<file path="config.mk">
export PLATFORM = sky130hd
export DESIGN_NAME = tri_bbox_scan
export DESIGN_NICKNAME = d
export VERILOG_FILES = /design/src/rtl/raster_pkg.sv /design/src/rtl/min_max3.sv /design/src/rtl/tri_bbox_scan.sv
export SDC_FILE = /design/constraint.sdc
export NUM_CORES = 1
export LEC_CHECK = 0
export ABC_CLOCK_PERIOD_IN_PS = 4400
export CORE_UTILIZATION = 45
export CTS_CLUSTER_SIZE = 10
export DETAILED_ROUTE_END_ITERATION = 8
export PLACE_DENSITY_LB_ADDON = 0.25
export SYNTH_ARGS = -nofsm -noshare
export SYNTH_HDL_FRONTEND = slang
export SYNTH_HIERARCHICAL = 1
export SYNTH_SLANG_ARGS = --single-unit
</file>
<file path="constraint.sdc">
create_clock -name clk -period 4.4 [get_ports clk]
set_input_delay 0.88 -clock clk [delete_from_list [all_inputs] [get_ports clk]]
set_output_delay 0.88 -clock clk [all_outputs]
set_load 0.02 [all_outputs]
</file>
<file path="src/rtl/raster_pkg.sv">
// Shared raster definitions for the bounding-box scanner and the shading stage.
//
// Contents:
//   H_RES_DEFAULT / V_RES_DEFAULT : default screen size in pixels
//   COORD_W / PIX_W               : vertex coordinate width and pixel counter width
//   VX_LSB / VY_LSB / VZ_LSB      : bit positions of x, y, z inside a 36-bit vertex
//   scan_state_t                  : scanner FSM state encoding
//   vertex_x/y/z                  : field extraction helpers
package raster_pkg;

   localparam int H_RES_DEFAULT = 640;
   localparam int V_RES_DEFAULT = 480;

   localparam int COORD_W  = 10;
   localparam int PIX_W    = 11;
   localparam int DEPTH_W  = 16;
   localparam int VERTEX_W = 36;

   localparam int VX_LSB = 26;
   localparam int VY_LSB = 16;
   localparam int VZ_LSB = 0;

   typedef enum logic [1:0] {
      ST_IDLE  = 2'd0,
      ST_SETUP = 2'd1,
      ST_SCAN  = 2'd2,
      ST_DONE  = 2'd3
   } scan_state_t;

   function automatic logic [COORD_W-1:0] vertex_x(input logic [VERTEX_W-1:0] v);
      return v[VX_LSB +: COORD_W];
   endfunction

   function automatic logic [COORD_W-1:0] vertex_y(input logic [VERTEX_W-1:0] v);
      return v[VY_LSB +: COORD_W];
   endfunction

   function automatic logic [DEPTH_W-1:0] vertex_z(input logic [VERTEX_W-1:0] v);
      return v[VZ_LSB +: DEPTH_W];
   endfunction

endpackage

</file>
<file path="src/rtl/min_max3.sv">
// Combinational unsigned minimum and maximum of three coordinate values.
//
// Ports:
//   a, b, c  in  COORD_W  candidate values
//   min_val  out COORD_W  smallest of a, b, c
//   max_val  out COORD_W  largest of a, b, c
module min_max3
   import raster_pkg::*;
(
   input  logic [COORD_W-1:0] a,
   input  logic [COORD_W-1:0] b,
   input  logic [COORD_W-1:0] c,
   output logic [COORD_W-1:0] min_val,
   output logic [COORD_W-1:0] max_val
);

   logic [COORD_W-1:0] ab_min;
   logic [COORD_W-1:0] ab_max;

   // Reduce a/b first, then fold c into both extremes.
   always_comb begin
      ab_min  = (a < b) ? a : b;
      ab_max  = (a < b) ? b : a;
      min_val = (c < ab_min) ? c : ab_min;
      max_val = (c > ab_max) ? c : ab_max;
   end

endmodule

</file>
<file path="src/rtl/tri_bbox_scan.sv">
// Triangle bounding-box scanner: latches a projected triangle, computes its
// screen-space bounding box and walks every pixel of that box in row-major
// order, handing each one to the shading stage over a valid/ready handshake.
//
// Ports:
//   clk, reset       single clock, synchronous active-high reset
//   start            one-cycle request to scan proj_vertex_in (honoured in IDLE only)
//   proj_vertex_in   three vertices, x=[35:26] y=[25:16] z=[15:0]
//   set_in           face/colour-set index travelling with the triangle
//   busy             high while a triangle is being processed
//   proj_vertex_out  latched triangle, stable for the whole scan
//   set_out          latched set index
//   x, y             current pixel coordinate
//   pix_valid        x/y carry a pixel for the shading stage
//   pix_ready        shading stage accepts the pixel
//   done             one-cycle pulse when the triangle is finished
//
// Build option TRI_BBOX_SCAN_CLIP_EN: when defined, the box is clamped to the
// screen and boxes lying entirely off-screen produce no pixels. When undefined,
// any vertex beyond H_RES/V_RES rejects the whole triangle.
module tri_bbox_scan
   import raster_pkg::*;
#(
   parameter int H_RES = H_RES_DEFAULT,
   parameter int V_RES = V_RES_DEFAULT
) (
   input  logic                         clk,
   input  logic                         reset,
   input  logic                         start,
   input  logic [2:0][VERTEX_W-1:0]     proj_vertex_in,
   input  logic [1:0]                   set_in,
   output logic                         busy,
   output logic [2:0][VERTEX_W-1:0]     proj_vertex_out,
   output logic [1:0]                   set_out,
   output logic [PIX_W-1:0]             x,
   output logic [PIX_W-1:0]             y,
   output logic                         pix_valid,
   input  logic                         pix_ready,
   output logic                         done
);

   scan_state_t state;
   scan_state_t state_next;

   logic [COORD_W-1:0] box_x_min;
   logic [COORD_W-1:0] box_x_max;
   logic [COORD_W-1:0] box_y_min;
   logic [COORD_W-1:0] box_y_max;

   logic [PIX_W-1:0] lim_x_max;
   logic [PIX_W-1:0] lim_y_max;
   logic             box_empty;

   logic [PIX_W-1:0] x_min_q;
   logic [PIX_W-1:0] x_max_q;
   logic [PIX_W-1:0] y_max_q;

   logic handshake;
   logic last_x;
   logic last_y;

   // The box is derived from the latched triangle so that a new proj_vertex_in
   // arriving during SETUP cannot disturb the scan.
   min_max3 u_x_range (
      .a       (vertex_x(proj_vertex_out[0])),
      .b       (vertex_x(proj_vertex_out[1])),
      .c       (vertex_x(proj_vertex_out[2])),
      .min_val (box_x_min),
      .max_val (box_x_max)
   );

   min_max3 u_y_range (
      .a       (vertex_y(proj_vertex_out[0])),
      .b       (vertex_y(proj_vertex_out[1])),
      .c       (vertex_y(proj_vertex_out[2])),
      .min_val (box_y_min),
      .max_val (box_y_max)
   );

`ifdef TRI_BBOX_SCAN_CLIP_EN
   localparam logic [PIX_W-1:0] X_LAST = PIX_W'(H_RES - 1);
   localparam logic [PIX_W-1:0] Y_LAST = PIX_W'(V_RES - 1);

   // Clamp the far edges to the last on-screen pixel; a box whose near edge is
   // already off-screen has nothing visible and is skipped.
   always_comb begin
      box_empty = ({1'b0, box_x_min} > X_LAST) || ({1'b0, box_y_min} > Y_LAST);
      lim_x_max = ({1'b0, box_x_max} > X_LAST) ? X_LAST : {1'b0, box_x_max};
      lim_y_max = ({1'b0, box_y_max} > Y_LAST) ? Y_LAST : {1'b0, box_y_max};
   end
`else
   localparam logic [PIX_W-1:0] X_LIMIT = PIX_W'(H_RES);
   localparam logic [PIX_W-1:0] Y_LIMIT = PIX_W'(V_RES);

   // Without clipping, a triangle reaching beyond the screen limit is dropped
   // whole; the largest vertex coordinate decides that for all three.
   always_comb begin
      box_empty = ({1'b0, box_x_max} > X_LIMIT) || ({1'b0, box_y_max} > Y_LIMIT);
      lim_x_max = {1'b0, box_x_max};
      lim_y_max = {1'b0, box_y_max};
   end
`endif

   assign handshake = pix_valid && pix_ready;
   assign last_x    = (x == x_max_q);
   assign last_y    = (y == y_max_q);

   // State register.
   always_ff @(posedge clk) begin
      if (reset) begin
         state <= ST_IDLE;
      end else begin
         state <= state_next;
      end
   end

   // Next-state and status outputs, all decoded straight from the state register.
   always_comb begin
      state_next = state;
      busy       = (state != ST_IDLE);
      pix_valid  = (state == ST_SCAN);
      done       = (state == ST_DONE);
      case (state)
         ST_IDLE: begin
            if (start) begin
               state_next = ST_SETUP;
            end
         end
         ST_SETUP: begin
            state_next = box_empty ? ST_DONE : ST_SCAN;
         end
         ST_SCAN: begin
            if (handshake && last_x && last_y) begin
               state_next = ST_DONE;
            end
         end
         ST_DONE: begin
            state_next = ST_IDLE;
         end
         default: begin
            state_next = ST_IDLE;
         end
      endcase
   end

   // Triangle latch, box bounds and the row-major pixel walker. x/y only move
   // on an accepted pixel, so stalls simply hold the current coordinate.
   always_ff @(posedge clk) begin
      if (reset) begin
         proj_vertex_out <= '0;
         set_out         <= '0;
         x               <= '0;
         y               <= '0;
         x_min_q         <= '0;
         x_max_q         <= '0;
         y_max_q         <= '0;
      end else begin
         case (state)
            ST_IDLE: begin
               if (start) begin
                  proj_vertex_out <= proj_vertex_in;
                  set_out         <= set_in;
               end
            end
            ST_SETUP: begin
               x       <= {1'b0, box_x_min};
               y       <= {1'b0, box_y_min};
               x_min_q <= {1'b0, box_x_min};
               x_max_q <= lim_x_max;
               y_max_q <= lim_y_max;
            end
            ST_SCAN: begin
               if (handshake) begin
                  if (!last_x) begin
                     x <= x + PIX_W'(1);
                  end else if (!last_y) begin
                     x <= x_min_q;
                     y <= y + PIX_W'(1);
                  end
               end
            end
            default: begin
            end
         endcase
      end
   end

endmodule

</file>
==> results by group <==
Status
  • Status: finished, final reports clean

Logic synthesis
  • Number of enable flip-flop cells after synthesis: 0
  • Primary FF master, synth: dfxtp_1
  • Post-synthesis sequential area ratio: 35.2%
  • Syn_nets: 1,319
  • Async S/R FF share, synth: 0%
  • Warnings from Yosys: 6
  • Post-Syn Area: 9320 µm²
  • Synth cell types: 68
  • Syn_area_per_cell: 8.16 µm²
  • Synth Register Bits: 164
  • Gate count of the mapped netlist: 1,142

STA
  • Worst Skew: 0.0137 ns
  • Max Fclk: 231 MHz
  • Worst-margin pin slew: 1.23 ns
  • Fin crit share: 98.3%
  • Setup WS post-layout: 0.0763 ns
  • Fin. Hold Viols: 0
  • Final setup violation count: 0
  • Final Slew Violations: 0
  • Max_slew headroom: 18.0%
  • Fin crit period: 4.32 ns

GRT
  • Initial antenna violation count: 2
  • Vias in the first global route: 8,729
  • Largest net degree at the start of global routing: 88
  • GRT Resource Usage Total: 27.7%
  • First-pass GRT wire length: 46,900 µm
  • Overflow left after global routing: 0

Floorplanning
  • Ports: 249
  • Initial core utilization: 45.9%
  • Core area: 20,300 µm²
  • Row count: 52
  • Die Ht: 146 µm
  • Die Width: 146 µm
  • Die area: 21,300 µm²

CTS
  • Root Driver: clkbuf_16
  • CTS buffer count: 17
  • Clock transition at path regs: 0.06 ns
  • Worst skew pair latency: 0.43 ns
  • CTS Buffer Depth: 2
  • CTS H-tree depth: 4
  • CTS tree: built
  • Num Clock Sinks: 164

Setup path
  • CP max FO: 5
  • Worst setup SP type: register
  • Worst path required time: 4.71 ns
  • CP Data Arrival Time: 4.63 ns
  • Critical Path End Type: register
  • CP Class: register to register

Routing
  • Routed WL: 30,300 µm
  • DRC: 0
  • Vias per cell: 5.53
  • Wire per inst: 18.0 µm
  • Iter 0 DRT Violations: 684
  • Via count: 9,313
  • Post-DRT Antenna Nets: 0
  • First-pass DRT Iterations: 5

Final layout
  • Layout cells sized above 1: 11.7%
  • Multi-input logic area: 5770 µm²
  • Fill cells: 1,749
  • FF/Latch Area: 3290 µm²
  • Post-route core utilization: 64.9%
  • Final nets: 1,577
  • Final Cell Area: 13,200 µm²
  • Final std cells w/o fill: 1,684
  • Layout area overhead: 41.3%

Pwr
  • Design Power: 8.99 mW
  • Pint: 4.95 mW
  • Leak: 5.12 nW
  • Comb pwr share: 59.6%
  • Clk pwr share: 17.0%
  • Max VDD drop: 334 µV
  • Switching pwr: 4.04 mW
  • Switching share of power: 44.9%
  • Pwr per Cell Area: 683 nW/µm²
  • Seq pwr share: 23.5%

Placement
  • Port Buffer Count: 248
  • Placed cell count: 1,643
  • Gpl congestion: 0.935
  • Half-perimeter wire length after placement: 21,500 µm
  • Placed instance area: 12,200 µm²
  • Post-Place Setup Slack: 0.0732 ns

Flow run
  • Max-cap violations: 0

Min path
  • HP Class: register to register
[through the flow]
step,hold slack [ns],TNS (ns)
CTS,0.454,0
global route,0.467,-0.103
detailed placement,0.446,0
floorplan,0.452,0
global placement,0.440,0
finish,0.453,0
[kinds of logic after synthesis]
family                     share of synthesized area (%)
DFF                                                 35.2
buffers and inverters                               5.76
muxes                                               11.2
AOI/OAI and AO/OA                                   18.0
adders and majority gates                           8.46
and+or+nand+nor                                     18.6
xor gates and xnor gates                            2.71
[final timing paths]
| kind | startpoint | end | slack (ns) | depth (start not counted) |
|---|---|---|---|---|
| setup reg to reg | proj_vertex_out[63] | state[0] | 0.08 | 19 |
| setup / recovery | proj_vertex_out[63] | state[0] | 0.08 | 19 |
| hold reg to reg | proj_vertex_out[12] | proj_vertex_out[12] | 0.45 | 2 |
| hold / removal | proj_vertex_out[12] | proj_vertex_out[12] | 0.45 | 2 |
[layout by cell type, fill, tap and decap left out, types with 4 or more instances in the layout]
cell type,synthesis,layout
dfxtp_1,164,157
nand4_1,16,16
nand2_1,255,253
nor2_1,47,46
a31oi_1,7,7
clkinv_4,0,5
o21a_1,4,4
o311ai_0,7,6
buf_4,1,61
a21oi_1,139,135
o21ai_0,18,18
nor3_1,18,18
mux2i_2,1,9
nor2b_1,5,5
ha_4,0,6
inv_1,50,50
nor4_1,19,17
nand3_1,13,13
mux2i_4,0,4
clkbuf_16,0,17
and4_1,6,5
o31ai_1,11,11
a21oi_2,10,14
mux2i_1,98,86
xor2_1,11,11
a211o_1,5,4
ha_1,63,57
xnor2_1,16,16
a21o_1,13,13
clkdlybuf4s50_1,0,247
a211oi_1,8,8
o211ai_1,4,4
o221a_1,5,5
dfxtp_2,0,7
[metal layers]
layer	global-route usage, %	up-vias	share of wire (%)
met3	6.65	33	7.6
li1	-	4546	-
met4	9.00	0	1.6
met2	44.2	352	47
met5	0	-	0
met1	36.6	4382	44
[power by group through the flow]
stage	clock [mW]	sequential [mW]	combinational, mW
after floorplan	0	2.32	3.19
after global placement	0	2.12	4.77
after detailed placement	0	2.13	4.85
after CTS	1.54	2.10	4.88
after global routing	1.61	2.15	5.75
final	1.53	2.11	5.36
[area by class of cell]
class | count | share of cell area, %
well taps | 270 | 2.57
clock buffers | 19 | 3.36
clock inverters | 13 | 1.14
inverters | 51 | 1.45
multi-input cells | 855 | 43.8
repair buffers | 311 | 22.6
diodes | 1 | 0.0190
flip-flops and latches | 164 | 25.0
[synthesized netlist by cell type, drive strengths merged (2+ instances only)]
cell / number / share of area [%]
nor3: 19 / 1.1
o21ai: 21 / 1.1
a2111oi: 2 / 0.26
a21o: 13 / 1.0
a211o: 5 / 0.47
o31ai: 12 / 1.1
nand4: 16 / 1.1
o22ai: 4 / 0.27
dfxtp: 164 / 35
or4: 3 / 0.28
a22oi: 2 / 0.16
nor2b: 5 / 0.34
a211oi: 10 / 0.91
nand2: 256 / 10
nor4: 19 / 1.3
o221a: 5 / 0.60
o32ai: 3 / 0.28
or3: 4 / 0.32
ha: 63 / 8.5
clkbuf: 48 / 1.9
nor2: 47 / 1.9
o311ai: 8 / 0.83
a41o: 3 / 0.32
o21a: 4 / 0.32
nand2b: 2 / 0.13
xnor2: 16 / 1.5
xor2: 12 / 1.2
a221oi: 3 / 0.35
and4: 6 / 0.56
inv: 50 / 2.0
mux2: 4 / 0.52
nand3: 14 / 0.89
a21oi: 149 / 8.4
mux2i: 99 / 11
and3: 3 / 0.20
buf: 26 / 1.8
a31oi: 7 / 0.47
o211ai: 4 / 0.32
[what timing repair did]
item                                    4_1_cts  5_1_grt
buffers inserted                              0        6
hold buffers                                  0        0
endpoints found under the setup margin        0       28
gates resized for setup                       0       51
[sequential cells by signal, summed over array words and instances (netlist names)]
register / count
proj_vertex_out: 108
set_out: 2
state: 2
x: 11
x_max_q: 10
x_min_q: 10
y: 11
y_max_q: 10
[worst max-delay path, cell delays in order, from the launching register on]
cell      delay, ns
dfxtp_1        0.32
inv_1          0.04
ha_1           0.29
a211oi_2       0.23
o22ai_2        0.16
or3_4          0.46
buf_4          0.17
mux2i_2        0.17
ha_1           0.31
nand4_1        0.14
nor2_2         0.16
buf_4          0.13
nand3_1        0.14
nand2_2        0.20
mux2_4         0.35
nor4_4         0.33
a21oi_2        0.11
o311ai_1       0.27
a21o_1         0.16
mux2i_1        0.06
Power figures use the tool's default switching activity.
